[src/rtl/vcr_remote_pkg.sv]
// Shared types and constants for the VCR remote (NEC IR) receive path.
//   state_e      : frame controller FSM states
//   nec_frame_t  : 32-bit NEC frame as received LSB-first {cmd_n, cmd, addr_n, addr}
//   nec_inverse_ok() : true when both bytes match their inverted copies
package vcr_remote_pkg;

  localparam int unsigned NEC_FRAME_BITS = 32;

  // Bit positions of each byte field inside the assembled frame word.
  localparam int unsigned ADDR_LSB   = 0;
  localparam int unsigned ADDR_N_LSB = 8;
  localparam int unsigned CMD_LSB    = 16;
  localparam int unsigned CMD_N_LSB  = 24;

  typedef enum logic [2:0] {
    ST_IDLE,
    ST_RECEIVE,
    ST_CHECK,
    ST_DELIVER,
    ST_ERROR,
    ST_WAIT_IDLE
  } state_e;

  typedef struct packed {
    logic [7:0] cmd_n;
    logic [7:0] cmd;
    logic [7:0] addr_n;
    logic [7:0] addr;
  } nec_frame_t;

  function automatic logic nec_inverse_ok(input logic [NEC_FRAME_BITS-1:0] frame);
    return (frame[CMD_LSB +: 8]  == ~frame[CMD_N_LSB +: 8]) &&
           (frame[ADDR_LSB +: 8] == ~frame[ADDR_N_LSB +: 8]);
  endfunction

endpackage

[src/rtl/ir_edge_sync.sv]
// Synchroniser for an asynchronous line plus a one-cycle rising-edge pulse.
// Parameters:
//   SYNC_STAGES : number of synchroniser flops (>= 2)
// Ports:
//   i_clk    : clock
//   i_reset  : synchronous active-high reset
//   i_sig    : asynchronous input line
//   o_rise   : one-cycle pulse when the synchronised line goes 0 -> 1
module ir_edge_sync #(
  parameter int unsigned SYNC_STAGES = 2
) (
  input  logic i_clk,
  input  logic i_reset,
  input  logic i_sig,
  output logic o_rise
);

  logic [SYNC_STAGES-1:0] sync_q;
  logic                   sync_dly_q;

  always_ff @(posedge i_clk) begin
    if (i_reset) begin
      sync_q     <= '0;
      sync_dly_q <= 1'b0;
    end else begin
      sync_q     <= {sync_q[SYNC_STAGES-2:0], i_sig};
      sync_dly_q <= sync_q[SYNC_STAGES-1];
    end
  end

  assign o_rise = sync_q[SYNC_STAGES-1] & ~sync_dly_q;

endmodule

[src/rtl/ir_frame_controller.sv]
// NEC frame controller: samples one bit per synchronised IR rising edge while the
// transcriber read window is open, assembles 32 bits LSB-first, validates the
// inverted-byte checks and presents addr/cmd through a valid/ready handshake.
// Parameters:
//   SYNC_STAGES    : IR line synchroniser depth (>= 2)
//   TIMEOUT_CYCLES : max cycles between bit edges while receiving
//   TIMEOUT_BITS   : width of the timeout counter
//   DEVICE_ADDR    : accepted address when ADDR_FILTER_EN is defined
// Ports:
//   i_clk, i_reset (sync, active-high), i_ir_signal (async raw line),
//   i_read_bits (transcriber read window), i_latest_bit (transcriber bit decision),
//   i_ready (consumer accept), o_valid/o_addr/o_cmd (frame output),
//   o_frame_error (1-cycle pulse), o_overrun (1-cycle pulse)
// Build option:
//   ADDR_FILTER_EN : frames for other addresses are dropped silently in CHECK.
module ir_frame_controller
  import vcr_remote_pkg::*;
#(
  parameter int unsigned SYNC_STAGES    = 2,
  parameter int unsigned TIMEOUT_CYCLES = 30000,
  parameter int unsigned TIMEOUT_BITS   = 15,
  parameter logic [7:0]  DEVICE_ADDR    = 8'h00
) (
  input  logic       i_clk,
  input  logic       i_reset,
  input  logic       i_ir_signal,
  input  logic       i_read_bits,
  input  logic       i_latest_bit,
  input  logic       i_ready,
  output logic       o_valid,
  output logic [7:0] o_addr,
  output logic [7:0] o_cmd,
  output logic       o_frame_error,
  output logic       o_overrun
);

  state_e                    state_q, state_d;
  logic [NEC_FRAME_BITS-1:0] shreg_q, shreg_d;
  logic [5:0]                cnt_q, cnt_d;
  logic [TIMEOUT_BITS-1:0]   tmo_q, tmo_d;
  logic                      bit_q;
  logic                      valid_q, valid_d;
  logic [7:0]                addr_q, addr_d;
  logic [7:0]                cmd_q, cmd_d;
  logic                      ir_rise;
  logic                      deliver;
  logic                      frame_error;
  logic                      overrun;
  nec_frame_t                frame;

  assign frame = nec_frame_t'(shreg_q);

  ir_edge_sync #(
    .SYNC_STAGES(SYNC_STAGES)
  ) u_edge_sync (
    .i_clk   (i_clk),
    .i_reset (i_reset),
    .i_sig   (i_ir_signal),
    .o_rise  (ir_rise)
  );

`ifndef ADDR_FILTER_EN
  logic unused_device_addr;
  assign unused_device_addr = ^DEVICE_ADDR;
`endif

  always_ff @(posedge i_clk) begin
    if (i_reset) begin
      state_q <= ST_IDLE;
      shreg_q <= '0;
      cnt_q   <= '0;
      tmo_q   <= '0;
      bit_q   <= 1'b0;
      valid_q <= 1'b0;
      addr_q  <= '0;
      cmd_q   <= '0;
    end else begin
      state_q <= state_d;
      shreg_q <= shreg_d;
      cnt_q   <= cnt_d;
      tmo_q   <= tmo_d;
      // Transcriber clears its decision on the edge itself; keep last cycle's value.
      bit_q   <= i_latest_bit;
      valid_q <= valid_d;
      addr_q  <= addr_d;
      cmd_q   <= cmd_d;
    end
  end

  always_comb begin
    state_d     = state_q;
    shreg_d     = shreg_q;
    cnt_d       = cnt_q;
    tmo_d       = tmo_q;
    deliver     = 1'b0;
    frame_error = 1'b0;

    unique case (state_q)
      ST_IDLE: begin
        if (i_read_bits) begin
          state_d = ST_RECEIVE;
          shreg_d = '0;
          cnt_d   = '0;
          tmo_d   = '0;
        end
      end
      ST_RECEIVE: begin
        if (ir_rise) begin
          shreg_d = {bit_q, shreg_q[NEC_FRAME_BITS-1:1]};
          cnt_d   = cnt_q + 6'd1;
          tmo_d   = '0;
          if (cnt_q == 6'(NEC_FRAME_BITS - 1)) begin
            state_d = ST_CHECK;
          end else if (!i_read_bits) begin
            state_d = ST_ERROR;
          end
        end else begin
          if (tmo_q != '1) begin
            tmo_d = tmo_q + 1'b1;
          end
          if ((tmo_q == TIMEOUT_BITS'(TIMEOUT_CYCLES - 1)) || !i_read_bits) begin
            state_d = ST_ERROR;
          end
        end
      end
      ST_CHECK: begin
        if (!nec_inverse_ok(shreg_q)) begin
          state_d = ST_ERROR;
`ifdef ADDR_FILTER_EN
        end else if (frame.addr != DEVICE_ADDR) begin
          state_d = ST_WAIT_IDLE;
`endif
        end else begin
          state_d = ST_DELIVER;
        end
      end
      ST_DELIVER: begin
        deliver = 1'b1;
        state_d = ST_WAIT_IDLE;
      end
      ST_ERROR: begin
        frame_error = 1'b1;
        state_d     = ST_WAIT_IDLE;
      end
      ST_WAIT_IDLE: begin
        if (!i_read_bits) begin
          state_d = ST_IDLE;
        end
      end
      default: state_d = ST_IDLE;
    endcase
  end

  // Output handshake runs independently of the FSM; an acceptance in the
  // same cycle as a delivery frees the slot for the new frame.
  always_comb begin
    valid_d = valid_q;
    addr_d  = addr_q;
    cmd_d   = cmd_q;
    overrun = 1'b0;
    if (valid_q && i_ready) begin
      valid_d = 1'b0;
    end
    if (deliver) begin
      if (!valid_q || i_ready) begin
        valid_d = 1'b1;
        addr_d  = frame.addr;
        cmd_d   = frame.cmd;
      end else begin
        overrun = 1'b1;
      end
    end
  end

  assign o_valid       = valid_q;
  assign o_addr        = addr_q;
  assign o_cmd         = cmd_q;
  assign o_frame_error = frame_error;
  assign o_overrun     = overrun;

endmodule
[config.mk]
export PLATFORM = sky130hd
export DESIGN_NAME = ir_frame_controller
export DESIGN_NICKNAME = d
export VERILOG_FILES = /design/src/rtl/vcr_remote_pkg.sv /design/src/rtl/ir_edge_sync.sv /design/src/rtl/ir_frame_controller.sv
export SDC_FILE = /design/constraint.sdc
export NUM_CORES = 1
export LEC_CHECK = 0
export BUFFER_PORTS_ARGS = -buffer_cell sky130_fd_sc_hd__clkbuf_2
export CORE_MARGIN = 8
export CORE_UTILIZATION = 50
export DETAILED_ROUTE_END_ITERATION = 10
export PLACE_DENSITY_LB_ADDON = 0.1
export SYNTH_ARGS = -nofsm -noshare
export SYNTH_HDL_FRONTEND = slang
export SYNTH_SLANG_ARGS = --single-unit
[constraint.sdc]
create_clock -name i_clk -period 4.3 [get_ports i_clk]
set_input_delay 0.215 -clock i_clk [delete_from_list [all_inputs] [get_ports i_clk]]
set_output_delay 0.215 -clock i_clk [all_outputs]
set_load 0.1 [all_outputs]
==> results.cfg <==
[synth]
yosys_warnings = 0
ys_ff_latch = 77
synth-seq-area-share_pct = 47.0
synth-main-ff-cell = dfxtp_1
yosysUniqueCellTypes = 46
syn-num-nets = 384
netlist_instances = 376
async_flop_share_pct = 0
syn_area_per_cell_um2 = 8.72
synth_area_um2 = 3280
synth_edf_count = 0

[placement]
dp.final_hpwl_mm = 4.60
io_buffers = 24
post_dp_cell_area_um2 = 3400
placedCellCount = 456
globalplace.congestion = 0.834

[global_routing]
antenna_found_initial = 0
grt_pass1_wl_mm = 11.8
grt-ovfl-total = 0
track_usage_pct = 15.1
grt_pass1_vias = 2475
grt_max_degree = 39

[cts]
clock_latency_ns = 0.35
numCtsBuffers = 9
ctsResizeCount = 0
cts_root_buffer = clkbuf_8
tritoncts = built
clk_pin_slew_ns = 0.08
hold_buffers = 0
cts_htree_levels = 3
post_cts_buffers = 0
clockBufferDepth = 2
clock-sinks = 77

[layout]
fin_area_um2 = 3580
final_layout_size_suffix_gt1_share_pct = 13.7
diodes = 0
final_net_count = 398
utilization_pct = 56.5
area_delta_synth_final_pct = 9.39
final_cells = 472

[power_and_ir_drop]
internal_power_uw = 964
p_leak_nw = 1.36
p_per_area_nw_per_um2 = 373
p_sw_uw = 372
p_seq_share_pct = 54.6
p_clk_share_pct = 37.5
swShare_pct = 27.9
p_comb_share_pct = 7.9
ir_drop_v = 0.000207

[die]
io-pin-count = 25
rows = 29
dieArea_um2 = 9400
coreArea_um2 = 6350
dieWidth_um = 97.0
fp.dieH_um = 97.0
initial_core_util_pct = 51.6

[route]
ant_nets = 0
drt_first_pass_iters = 4
vias = 2653
routed_wl_mm = 6.74
viasPerCell = 5.62
route.detailed.drc = 0
drt_iter0_drc = 109
post_drt_wl_per_cell_um = 14.3

[timing]
finalSetupTns_ns = 0
grt_setup_unrepaired = false
hold_slack_ns = 0.0770
fmax_mhz = 366
finalCritPeriodShare_pct = 63.6
setup_viol = 0
min_period_ns = 2.73
clock_skew_ns = 0.00707
worst_slew_pin_slew_ns = 0.856
relSlewSlack_pct = 42.9
hold_violations = 0
final_max_slew_viol_count = 0

[setup_path]
cpPeakStageDelay_ns = 0.79
required_ns = 4.59
cp_top_family = simple AND/OR/NAND/NOR gates
end_kind = register
critPathSlowestCell = nor3_2
crit_arrival_ns = 3.03
path_max_fanout = 23
crit_type = register to register
worstSetupStartpointType = register
path_cells = nor2_1 > nor3_1 > nand2_1 > nor3_2 > a22o_1
path_buf_inv = 0

[job]
drv_cap = 0

[outcome]
status = finished, final reports clean

[hold_path]
hold_class = primary input to register
## per-stage QoR
stage / setup WS, ns / total power [mW]
after floorplan: 1.22 / 0.832
after global placement: 1.67 / 0.851
after detailed placement: 1.53 / 0.852
after CTS: 1.52 / 1.35
after global routing: 1.26 / 1.40
final: 1.57 / 1.34
## per-layer routing
metal	vias up	share of wire (%)	GRT usage [%]
met5	-	0	0
met3	11	4.4	3.91
met1	1244	50	19.1
met2	52	44	23.0
met4	0	1.6	7.81
li1	1346	-	-
## flip-flops by register name, summed over array words and instances (netlist names)
signal and cells:
frame 32, tmo_q 15, o_addr 8, o_cmd 8, cnt_q 6, state_q 3, u_edge_sync.sync_q 2, bit_q 1
o_valid 1, u_edge_sync.sync_dly_q 1
## power groups by stage
stage	clock [mW]	sequential, mW	combinational, mW
final	0.501	0.730	0.106
after detailed placement	0	0.746	0.106
after CTS	0.519	0.730	0.106
after global routing	0.551	0.732	0.117
after floorplan	0	0.741	0.0910
after global placement	0	0.746	0.105
## synthesized netlist by cell type, types with 2 or more instances
master / n / area (um^2)
dfxtp_1: 77 / 1540
nand2_1: 74 / 278
a21oi_1: 45 / 225
nor2_1: 22 / 82.6
xor2_1: 19 / 166
clkbuf_1: 15 / 56.3
a22o_1: 14 / 123
nand4_1: 11 / 68.8
nand3_1: 9 / 45.0
xnor2_1: 7 / 61.3
and3_1: 6 / 37.5
a211oi_1: 5 / 37.5
buf_2: 5 / 25.0
nor2b_1: 5 / 31.3
nor3_1: 5 / 25.0
and4_1: 4 / 35.0
mux2i_1: 4 / 40.0
nand2b_1: 4 / 25.0
o21ai_0: 4 / 20.0
or3_1: 4 / 25.0
a31oi_1: 3 / 18.8
nor3b_1: 3 / 22.5
nor4_1: 3 / 18.8
and2_1: 2 / 12.5
buf_4: 2 / 15.0
ha_1: 2 / 25.0
or2_2: 2 / 12.5
or4b_2: 2 / 20.0
## cell type report
class | instances | area, um^2
clock inverters | 7 | 56.3
well taps | 77 | 96.3
flip-flops and latches | 77 | 1540
multi-input cells | 276 | 1640
fillers | 583 | 2770
clock buffers | 9 | 124
repair buffers | 25 | 128
inverters | 1 | 3.75
## final timing paths
kind                     start         to  slack (ns)  depth (start not counted)
setup / recovery    state_q[0]  frame[29]        1.57                          5
hold reg to reg          bit_q  frame[31]        0.44                          2
setup reg to reg    state_q[0]  frame[29]        1.57                          5
hold / removal    i_latest_bit      bit_q        0.08                          2
## worst reg2reg max path: cells and delay by family (launching register included)
family	cells	cell delay, ns
AOI/OAI and AO/OA	1	0.23
and+or+nand+nor	4	1.93
DFF	1	0.54
## placed cells by master, fill, tap and decap left out, types with 2 or more instances in the layout
| cell type | count |
|---|---|
| ha_1 | 2 |
| and2_1 | 2 |
| mux2i_1 | 4 |
| xor2_1 | 19 |
| nor3_1 | 5 |
| or2_2 | 2 |
| clkbuf_2 | 24 |
| nand4_1 | 11 |
| or3_1 | 4 |
| a31oi_1 | 3 |
| or4b_2 | 2 |
| nor4_1 | 3 |
| nor2_1 | 22 |
| a22o_1 | 14 |
| nand2_1 | 74 |
| inv_6 | 3 |
| nand2b_1 | 4 |
| clkinv_4 | 2 |
| clkbuf_8 | 9 |
| nor3b_1 | 3 |
| xnor2_1 | 7 |
| a21oi_1 | 45 |
| dfxtp_1 | 77 |
| nand3_1 | 9 |
| and3_1 | 6 |
| a211oi_1 | 5 |
| nor2b_1 | 5 |
| o21ai_0 | 4 |
| and4_1 | 4 |
## kinds of logic (layout without fill, tap and decap cells)
logic type      count (synthesis)  after routing  share of synthesized area [%]
buf+inv                        23             42                           3.05
xor+xnor                       26             26                           6.95
flops                          77             77                           47.0
compound gates                 79             79                           15.6
mux                             4              4                           1.22
simple gates                  165            165                           25.4
fa+ha+maj                       2              2                          0.764
Power figures use the tool's default switching activity.
